`src/rtl/ds1302_txn_ctrl_if.sv`:
```
// Register-transaction bus for ds1302_txn_ctrl: request/response signals from
// the RTC control logic plus the SPI byte-master handshake and the CE/IO pins.
interface ds1302_txn_ctrl_if;
    logic        cmd_wr;
    logic        cmd_rd;
    logic [5:0]  cmd_addr;
    logic [7:0]  cmd_wdata;
    logic        busy;
    logic        cmd_done;
    logic [7:0]  cmd_rdata;
    logic        cmd_err;
    logic        ce;
    logic        io_oe;
    logic        spi_cpol;
    logic        spi_cpha;
    logic [15:0] spi_clk_div;
    logic        spi_wr_req;
    logic        spi_wr_ack;
    logic [7:0]  spi_data_in;
    logic [7:0]  spi_data_out;

    // Sequencer side
    modport slave (
        input  cmd_wr, cmd_rd, cmd_addr, cmd_wdata, spi_wr_ack, spi_data_out,
        output busy, cmd_done, cmd_rdata, cmd_err, ce, io_oe,
        output spi_cpol, spi_cpha, spi_clk_div, spi_wr_req, spi_data_in
    );

    // Requester / SPI-master side
    modport master (
        output cmd_wr, cmd_rd, cmd_addr, cmd_wdata, spi_wr_ack, spi_data_out,
        input  busy, cmd_done, cmd_rdata, cmd_err, ce, io_oe,
        input  spi_cpol, spi_cpha, spi_clk_div, spi_wr_req, spi_data_in
    );
endinterface

```
`src/rtl/ds1302_txn_ctrl.sv`:
```
// DS1302 single-register transaction sequencer. Raises CE, sends the command
// byte and the data byte through the SPI byte master, honours CE setup/hold/
// idle times, and converts between DS1302 LSB-first and master MSB-first order.
// Optional: DS1302_ACK_TIMEOUT_EN adds an ack watchdog that aborts with cmd_err.
module ds1302_txn_ctrl #(
    parameter logic [15:0] SPI_CLK_DIV  = 16'd50,
    parameter int          CE_SETUP_CYC = 200,
    parameter int          CE_HOLD_CYC  = 20,
    parameter int          CE_IDLE_CYC  = 200
`ifdef DS1302_ACK_TIMEOUT_EN
    , parameter logic [15:0] ACK_TIMEOUT = 16'd4095
`endif
) (
    input  logic              sys_clk,
    input  logic              rst,
    ds1302_txn_ctrl_if.slave  bus
);

    // Last counter value in each timed state; 0 cycles collapses to one cycle.
    localparam logic [15:0] SETUP_LAST = (CE_SETUP_CYC == 0) ? 16'd0 : 16'(CE_SETUP_CYC - 1);
    localparam logic [15:0] HOLD_LAST  = (CE_HOLD_CYC  == 0) ? 16'd0 : 16'(CE_HOLD_CYC  - 1);
    localparam logic [15:0] IDLE_LAST  = (CE_IDLE_CYC  == 0) ? 16'd0 : 16'(CE_IDLE_CYC  - 1);

    typedef enum logic [2:0] {
        S_IDLE, S_SETUP, S_CMD, S_GAP1, S_DATA, S_HOLD, S_CEIDLE
    } state_t;

    state_t      state_q, state_d;
    logic [15:0] cnt_q, cnt_d;
    logic        rd_q, rd_d;
    logic [5:0]  addr_q, addr_d;
    logic [7:0]  wdata_q, wdata_d;
    logic        req_q, req_d;
    logic [7:0]  din_q, din_d;
    logic [7:0]  rdata_q, rdata_d;
    logic        done_q, done_d;
    logic        err_q, err_d;

    function automatic logic [7:0] bitrev(input logic [7:0] x);
        logic [7:0] r;
        for (int i = 0; i < 8; i++) r[i] = x[7-i];
        return r;
    endfunction

    // Next-state, request pulses and data capture
    always_comb begin
        state_d = state_q;
        rd_d    = rd_q;
        addr_d  = addr_q;
        wdata_d = wdata_q;
        req_d   = 1'b0;
        din_d   = din_q;
        rdata_d = rdata_q;
        done_d  = 1'b0;
        err_d   = 1'b0;
        case (state_q)
            S_IDLE: begin
                // Write has priority when both strobes arrive together.
                if (bus.cmd_wr || bus.cmd_rd) begin
                    state_d = S_SETUP;
                    rd_d    = ~bus.cmd_wr;
                    addr_d  = bus.cmd_addr;
                    wdata_d = bus.cmd_wdata;
                end
            end
            S_SETUP: begin
                if (cnt_q >= SETUP_LAST) begin
                    state_d = S_CMD;
                    req_d   = 1'b1;
                    din_d   = bitrev({1'b1, addr_q, rd_q});
                end
            end
            S_CMD: begin
                if (bus.spi_wr_ack) begin
                    state_d = S_GAP1;
                end
`ifdef DS1302_ACK_TIMEOUT_EN
                else if (cnt_q == ACK_TIMEOUT) begin
                    state_d = S_CEIDLE;
                    err_d   = 1'b1;
                end
`endif
            end
            S_GAP1: begin
                // Two cycles: the master ignores a request right after its ack.
                if (cnt_q >= 16'd1) begin
                    state_d = S_DATA;
                    req_d   = 1'b1;
                    din_d   = rd_q ? 8'h00 : bitrev(wdata_q);
                end
            end
            S_DATA: begin
                if (bus.spi_wr_ack) begin
                    state_d = S_HOLD;
                    if (rd_q) rdata_d = bitrev(bus.spi_data_out);
                end
`ifdef DS1302_ACK_TIMEOUT_EN
                else if (cnt_q == ACK_TIMEOUT) begin
                    state_d = S_CEIDLE;
                    err_d   = 1'b1;
                end
`endif
            end
            S_HOLD: begin
                if (cnt_q >= HOLD_LAST) begin
                    state_d = S_CEIDLE;
                    done_d  = 1'b1;
                end
            end
            S_CEIDLE: begin
                if (cnt_q >= IDLE_LAST) state_d = S_IDLE;
            end
            default: state_d = S_IDLE;
        endcase
        cnt_d = (state_d != state_q) ? 16'd0 : cnt_q + 16'd1;
    end

    // State and datapath registers
    always_ff @(posedge sys_clk or posedge rst) begin
        if (rst) begin
            state_q <= S_IDLE;
            cnt_q   <= 16'd0;
            rd_q    <= 1'b0;
            addr_q  <= 6'd0;
            wdata_q <= 8'h00;
            req_q   <= 1'b0;
            din_q   <= 8'h00;
            rdata_q <= 8'h00;
            done_q  <= 1'b0;
            err_q   <= 1'b0;
        end else begin
            state_q <= state_d;
            cnt_q   <= cnt_d;
            rd_q    <= rd_d;
            addr_q  <= addr_d;
            wdata_q <= wdata_d;
            req_q   <= req_d;
            din_q   <= din_d;
            rdata_q <= rdata_d;
            done_q  <= done_d;
            err_q   <= err_d;
        end
    end

    // CE and IO direction decode straight from the state register, so an
    // asynchronous reset drops CE immediately.
    assign bus.ce          = (state_q != S_IDLE) && (state_q != S_CEIDLE);
    assign bus.io_oe       = !((state_q == S_DATA) && rd_q);
    assign bus.busy        = (state_q != S_IDLE);
    assign bus.cmd_done    = done_q;
    assign bus.cmd_rdata   = rdata_q;
`ifdef DS1302_ACK_TIMEOUT_EN
    assign bus.cmd_err     = err_q;
`else
    assign bus.cmd_err     = 1'b0;
`endif
    assign bus.spi_cpol    = 1'b0;
    assign bus.spi_cpha    = 1'b0;
    assign bus.spi_clk_div = SPI_CLK_DIV;
    assign bus.spi_wr_req  = req_q;
    assign bus.spi_data_in = din_q;

endmodule

```
`src/flat_wrapper.sv`:
```
// flat-port wrapper written by rule: the top's interface ports become plain ports
module ds1302_txn_ctrl_flat 
#(
    parameter logic [15:0] SPI_CLK_DIV  = 16'd50,
    parameter int          CE_SETUP_CYC = 200,
    parameter int          CE_HOLD_CYC  = 20,
    parameter int          CE_IDLE_CYC  = 200

)
  (sys_clk, rst, bus_cmd_wr, bus_cmd_rd, bus_cmd_addr, bus_cmd_wdata, bus_spi_wr_ack, bus_spi_data_out, bus_busy, bus_cmd_done, bus_cmd_rdata, bus_cmd_err, bus_ce, bus_io_oe, bus_spi_cpol, bus_spi_cpha, bus_spi_clk_div, bus_spi_wr_req, bus_spi_data_in);
  ds1302_txn_ctrl_if bus_i ();
  input  logic sys_clk;
  input  logic rst;
  input wire logic [$bits(bus_i.cmd_wr)-1:0] bus_cmd_wr;
  input wire logic [$bits(bus_i.cmd_rd)-1:0] bus_cmd_rd;
  input wire logic [$bits(bus_i.cmd_addr)-1:0] bus_cmd_addr;
  input wire logic [$bits(bus_i.cmd_wdata)-1:0] bus_cmd_wdata;
  input wire logic [$bits(bus_i.spi_wr_ack)-1:0] bus_spi_wr_ack;
  input wire logic [$bits(bus_i.spi_data_out)-1:0] bus_spi_data_out;
  output wire logic [$bits(bus_i.busy)-1:0] bus_busy;
  output wire logic [$bits(bus_i.cmd_done)-1:0] bus_cmd_done;
  output wire logic [$bits(bus_i.cmd_rdata)-1:0] bus_cmd_rdata;
  output wire logic [$bits(bus_i.cmd_err)-1:0] bus_cmd_err;
  output wire logic [$bits(bus_i.ce)-1:0] bus_ce;
  output wire logic [$bits(bus_i.io_oe)-1:0] bus_io_oe;
  output wire logic [$bits(bus_i.spi_cpol)-1:0] bus_spi_cpol;
  output wire logic [$bits(bus_i.spi_cpha)-1:0] bus_spi_cpha;
  output wire logic [$bits(bus_i.spi_clk_div)-1:0] bus_spi_clk_div;
  output wire logic [$bits(bus_i.spi_wr_req)-1:0] bus_spi_wr_req;
  output wire logic [$bits(bus_i.spi_data_in)-1:0] bus_spi_data_in;
  assign bus_i.cmd_wr = bus_cmd_wr;
  assign bus_i.cmd_rd = bus_cmd_rd;
  assign bus_i.cmd_addr = bus_cmd_addr;
  assign bus_i.cmd_wdata = bus_cmd_wdata;
  assign bus_i.spi_wr_ack = bus_spi_wr_ack;
  assign bus_i.spi_data_out = bus_spi_data_out;
  assign bus_busy = bus_i.busy;
  assign bus_cmd_done = bus_i.cmd_done;
  assign bus_cmd_rdata = bus_i.cmd_rdata;
  assign bus_cmd_err = bus_i.cmd_err;
  assign bus_ce = bus_i.ce;
  assign bus_io_oe = bus_i.io_oe;
  assign bus_spi_cpol = bus_i.spi_cpol;
  assign bus_spi_cpha = bus_i.spi_cpha;
  assign bus_spi_clk_div = bus_i.spi_clk_div;
  assign bus_spi_wr_req = bus_i.spi_wr_req;
  assign bus_spi_data_in = bus_i.spi_data_in;
  ds1302_txn_ctrl #(.SPI_CLK_DIV(SPI_CLK_DIV), .CE_SETUP_CYC(CE_SETUP_CYC), .CE_HOLD_CYC(CE_HOLD_CYC), .CE_IDLE_CYC(CE_IDLE_CYC)) u_core (.sys_clk(sys_clk), .rst(rst), .bus(bus_i));
endmodule
```
`config.mk`:
```
export PLATFORM = sky130hd
export DESIGN_NAME = ds1302_txn_ctrl_flat
export DESIGN_NICKNAME = d
export VERILOG_FILES = /design/src/rtl/ds1302_txn_ctrl_if.sv /design/src/rtl/ds1302_txn_ctrl.sv /design/src/flat_wrapper.sv
export SDC_FILE = /design/constraint.sdc
export NUM_CORES = 1
export LEC_CHECK = 0
export BUFFER_PORTS_ARGS = -buffer_cell sky130_fd_sc_hd__buf_2
export CELL_PAD_IN_SITES_DETAIL_PLACEMENT = 1
export CELL_PAD_IN_SITES_GLOBAL_PLACEMENT = 1
export CORE_ASPECT_RATIO = 1.1
export CORE_UTILIZATION = 26
export DETAILED_ROUTE_END_ITERATION = 7
export PLACE_DENSITY_LB_ADDON = 0.1
export SYNTH_ARGS = -nofsm -noshare
export SYNTH_HDL_FRONTEND = slang
export SYNTH_SLANG_ARGS = --single-unit
```
`constraint.sdc`:
```
create_clock -name sys_clk -period 4.8 [get_ports sys_clk]
set_input_delay 0.48 -clock sys_clk [delete_from_list [all_inputs] [get_ports sys_clk]]
set_output_delay 0.48 -clock sys_clk [all_outputs]
set_load 0.1 [all_outputs]
```
### Yosys cells after proc, flatten, opt, wreduce, memory -nomap -nowiden

Cells that the tools add are included.

* muxes and demuxes: 18
* eq/ne operators: 10
* reduce and logical (&&, ||, !) cells: 10
* magnitude comparators: 3
* add/sub/neg operators: 1
* bitwise gates (word level): 1

Operators by type and width (count)
* $mux W8: 3
* $mux W3: 7
* $pmux W3 S7: 1
* $add A16 B1 Y16 const B: 1
* $ge A16 B1 Y1 const B: 1
* $ge A16 B5 Y1 const B: 1
* $ge A16 B8 Y1 const B: 1
* $mux W16: 1
* $pmux W8 S2: 1
* $eq A3 B3 Y1 const B: 3
* $eq A3 B2 Y1 const B: 2
* $reduce_and A3 Y1: 2
* $mux W1: 4
* $ne A2 B1 Y1 const B: 2
* $eq A3 B1 Y1 const B: 1
* $logic_not A3 Y1: 1
* $ne A3 B3 Y1: 1
* $ne A3 B3 Y1 const B: 1
* $reduce_bool A3 Y1: 1
* $logic_and A1 B1 Y1: 2
* $pmux W1 S2: 1
* $reduce_and A2 Y1: 1
* $reduce_bool A2 Y1: 1
* $logic_not A1 Y1: 1
* other kinds (2): 2

* register bits: 52
* input bits: 27
* logic and storage cells: 52
* output and inout port bits: 40

### Longest topological paths before layout

* depth in word-level cells: 5
* gate-level depth with buffers: 8
* mapped depth without buffers: 7

### Worst setup path after synthesis

No wires, ideal clock.

* kind: register to register
* start point: register u_core.state_q[1]
* end point: register u_core.addr_q[0]
* path slack: 2259 ps
* library setup time: 125 ps
* buffers on the path: 2
* data arrival time: 2416 ps
* period minus slack after synthesis: 2541 ps
* cell stages (with the launch flop): 7
* data required time: 4675 ps
* cells stage by stage: dfrtp_1 clkbuf_1 nor3_1 inv_1 nor2_1 clkbuf_1 mux2_2

* word-level cells in the longest chain between the ends: 2

Ends and longest elaborated chain
* start, declared: line ds1302_txn_ctrl.sv:28 `state_t state_q, state_d;`
* start signal, assigned: line ds1302_txn_ctrl.sv:132 `state_q <= state_d;`
* $logic_not A3 Y1: line ds1302_txn_ctrl.sv:56 `case (state_q)`
* $reduce_and A2 Y1 (no line)
* end signal, assigned: line ds1302_txn_ctrl.sv:135 `addr_q <= addr_d;`
* end, declared: line ds1302_txn_ctrl.sv:31 `logic [5:0] addr_q, addr_d;`

No other way between the ends.
A chain may end at the register's enable or synchronous reset.

### Worst setup path after layout

* start point: register u_core.cnt_q[0]
* end point: register u_core.cnt_q[6]

* word-level cells in the longest chain between the ends: 5
* elaborated cells on any way between the ends: 11
* those cells by class: add/sub: 1; order compare: 3; eq/ne: 1; mux: 6

Ends and longest elaborated chain
* start, declared: line ds1302_txn_ctrl.sv:29 `logic [15:0] cnt_q, cnt_d;`
* start signal, assigned: line ds1302_txn_ctrl.sv:133 `cnt_q <= cnt_d;`
* $ge A16 B8 Y1 (tied with other cells): line ds1302_txn_ctrl.sv:67, ds1302_txn_ctrl.sv:111
* $mux W3, on equally long branches
* $pmux W3 S7: line ds1302_txn_ctrl.sv:56
* $ne A3 B3 Y1: line ds1302_txn_ctrl.sv:115 `cnt_d = (state_d != state_q) ? 16'd0 : cnt_q + 16'd1;`
* $mux W16 *: line ds1302_txn_ctrl.sv:115
* via u_core.cnt_d[6]: line ds1302_txn_ctrl.sv:29

Mark *: on every way through the listed nets, which the timed path passes. The rest lies on a longest branch.

==> impl_metrics.yaml <==
run_status:
  status: "completed"
critical_path:
  start_kind: "register"
  cp.required_ps: 5040
  r2r-end: "u_core.cnt_q[6]"
  reg2regPathDepth: 6
  critPathKind: "register to register"
  r2r_slack_ps: 2370
  r2r-start: "u_core.cnt_q[0]"
  critPathArrivalTime_ps: 2670
  path_max_fanout: 16
  worstSetupEndpointType: "register"
cells_and_area:
  antenna_cells: 0
  area_delta_synth_final_pct: 15.0
  finalInstanceArea_um2: 3050
  final_cell_mix: "dfrtp_1, buf_2, nor2_1, mux2_2, conb_1"
  nets: 320
  drive_above_1_share_pct: 35.1
  final_common_cell: "dfrtp_1"
clock_tree:
  cts_root_buf: "clkbuf_8"
  cts-hold-fix-buffers: 0
  htree_levels: 2
  clock_latency_ps: 310
  cts.path.max_buffers: 2
  cts_setup_buffers: 0
  cts.clk_slew.worst_paths_ps: 110
  cts_tree: "yes"
  cts_resized: 0
  numClockSinks: 52
  cts_buffers: 5
drt:
  drtIter0Drc: 53
  num_vias: 1866
  dr.pass1.iters: 6
  wl_met1_mm: 2.63
  wl_per_cell_um: 14.1
  route.met2.wl_mm: 2.85
  wl_met3_um: 214
  routed_wl_mm: 5.78
  via_per_inst: 4.54
  drc: 0
  top_layer_used: "met4"
  ant_nets: 0
grt:
  grt.total_usage_pct: 11.9
  antenna_found_initial: 0
  overflow: 0
  grt_max_degree: 53
  grt_pass1_vias: 1946
  grt_pass1_wl_mm: 9.94
sta:
  drv_slew: 0
  clock_skew_ps: 8.28
  timing.final.ws_setup_ps: 2370
  rsz0062_at_grt: "no"
  fin_crit_sh_pct: 50.5
  max_freq_ghz: 0.412
  finalSetupTns_ps: 0
  hold_viol: 0
  setup_viol: 0
  tightest_slew_ps: 691
  period_needed_ps: 2430
  maxSlewHeadroom_pct: 53.9
power:
  peakVddDrop_v: 0.000108
  p_leak_nw: 1.45
  power_uw: 863
  power_density_nw_per_um2: 283
placed_design:
  numPortBuffers: 47
  gp_congestion: 0.669
  dp_hpwl_mm: 4.11
  place_area_um2: 2930
  dp_slack_ps: 2370
synthesis:
  ys_warn_count: 0
  ys_seq_area_share_pct: 49.1
  synthMuxAreaShare_pct: 10.6
  synth_cell_types: 44
  synth-simple-area-share_pct: 15.9
  synth-compound-area-share_pct: 8.93
  synth_area_leaders: "dfrtp_1, mux2_2, buf_4, a21oi_1, nor2_1"
  synth_edf_count: 0
  syn_inst: 245
  async_reset_ff_share_pct: 100
  synthFlopType: "dfrtp_1"
  synth_largest_area_cell: "dfrtp_1"
  synth_top_family_by_area: "simple AND/OR/NAND/NOR gates"
  synth_top_area_share_pct: 49.1
  syn_area_per_cell_um2: 10.8
  synthAdderAreaFrac_pct: 1.42
  ys_seq_elements: 52
  synthesis.area_um2: 2650
  synth-xor-area-share_pct: 4.96
floorplan:
  initial_core_util_pct: 26.8
  die_y_um: 108
  die-area_um2: 10600
  core_area_um2: 9890
  die_w_um: 98.2
  rows: 38
  io_pins: 67
flow_run:
  max-cap-violations: 0
hold_path:
  hold_class: "primary input to async pin"
-- synth_stat cells, types with 2 or more instances --
cell	n
clkbuf_1	7
inv_1	11
nor4_1	2
ha_1	3
nor2_2	10
nor3b_1	7
nand2_1	11
nor2_1	23
a2111o_1	2
or4_4	2
dfrtp_1	52
mux2_2	23
conb_1	2
nand4_1	3
buf_4	19
a21oi_1	18
nand3_1	7
xor2_1	6
nor3_1	3
buf_2	2
xnor2_1	9
-- per-layer routing --
layer	vias to the layer above	global-route usage [%]
met5	-	0
met4	0	3.84
met3	6	2.60
met2	41	20.6
met1	928	14.8
li1	891	-
-- metrics by stage --
| step | instances | utilization, % | hold WS, ps |
|---|---|---|---|
| 3_5_place_dp | 403 | 29.6 | 488 |
| 5_1_grt | 411 | 30.8 | 359 |
| 4_1_cts | 411 | 30.8 | 360 |
| 2_1_floorplan | 262 | - | 472 |
| 3_3_place_gp | 403 | 29.6 | 483 |
| 6_report | 411 | 30.8 | 345 |
-- cell families (layout without fill, tap and decap cells) --
group	after synthesis	count (layout)
xor+xnor	15	15
flops	52	52
buf+inv	40	69
other cells	2	19
fa+ha+maj	3	3
compound gates	31	31
simple gates	78	78
mux	24	24
-- worst max path at each step --
stage	startpoint	cells past startpoint	slack, ps	end
5_1_grt	u_core.cnt_q[14]	5	2230	u_core.cnt_q[6]
3_5_place_dp	u_core.cnt_q[14]	5	2370	u_core.cnt_q[2]
3_3_place_gp	u_core.cnt_q[14]	5	2400	u_core.cnt_q[6]
4_1_cts	u_core.cnt_q[14]	5	2350	u_core.cnt_q[5]
2_1_floorplan	u_core.state_q[1]	6	2260	u_core.addr_q[0]
6_report	u_core.cnt_q[0]	6	2370	u_core.cnt_q[6]
-- power breakdown --
group	leakage (nW)	internal (mW)	switching (mW)	total (mW)
logic	0.705	0.0156	0.0797	0.0954
registers	0.683	0.445	0.00341	0.449
clock network	0.0583	0.157	0.162	0.319
total	1.45	0.618	0.245	0.863
-- layout make-up --
class / instances / area (µm²)
Sequential cell: 52 / 1300
Fill cell: 1135 / 6840
Clock inverter: 3 / 47.5
Inverter: 11 / 41.3
Clock buffer: 5 / 68.8
Timing Repair Buffer: 50 / 258
Tap cell: 120 / 150
Multi-Input combinational cell: 170 / 1180
-- worst max-delay path, stage by stage, from the launching register on --
cell and delay, ps:
dfrtp_1 440, ha_1 290, a2111o_1 430, a2111o_1 460
a2bb2oi_2 230, o221ai_4 320, nor2_1 190
-- flip-flops by register name, summed over array words and instances (netlist names) --
register,count
u_core.bus.spi_wr_req,1
u_core.state_q,3
u_core.cnt_q,16
u_core.rd_q,1
u_core.bus.spi_data_in,8
u_core.wdata_q,8
u_core.bus.cmd_done,1
u_core.bus.cmd_rdata,8
u_core.addr_q,6
Note: power is estimated with default switching activity, not from simulation.
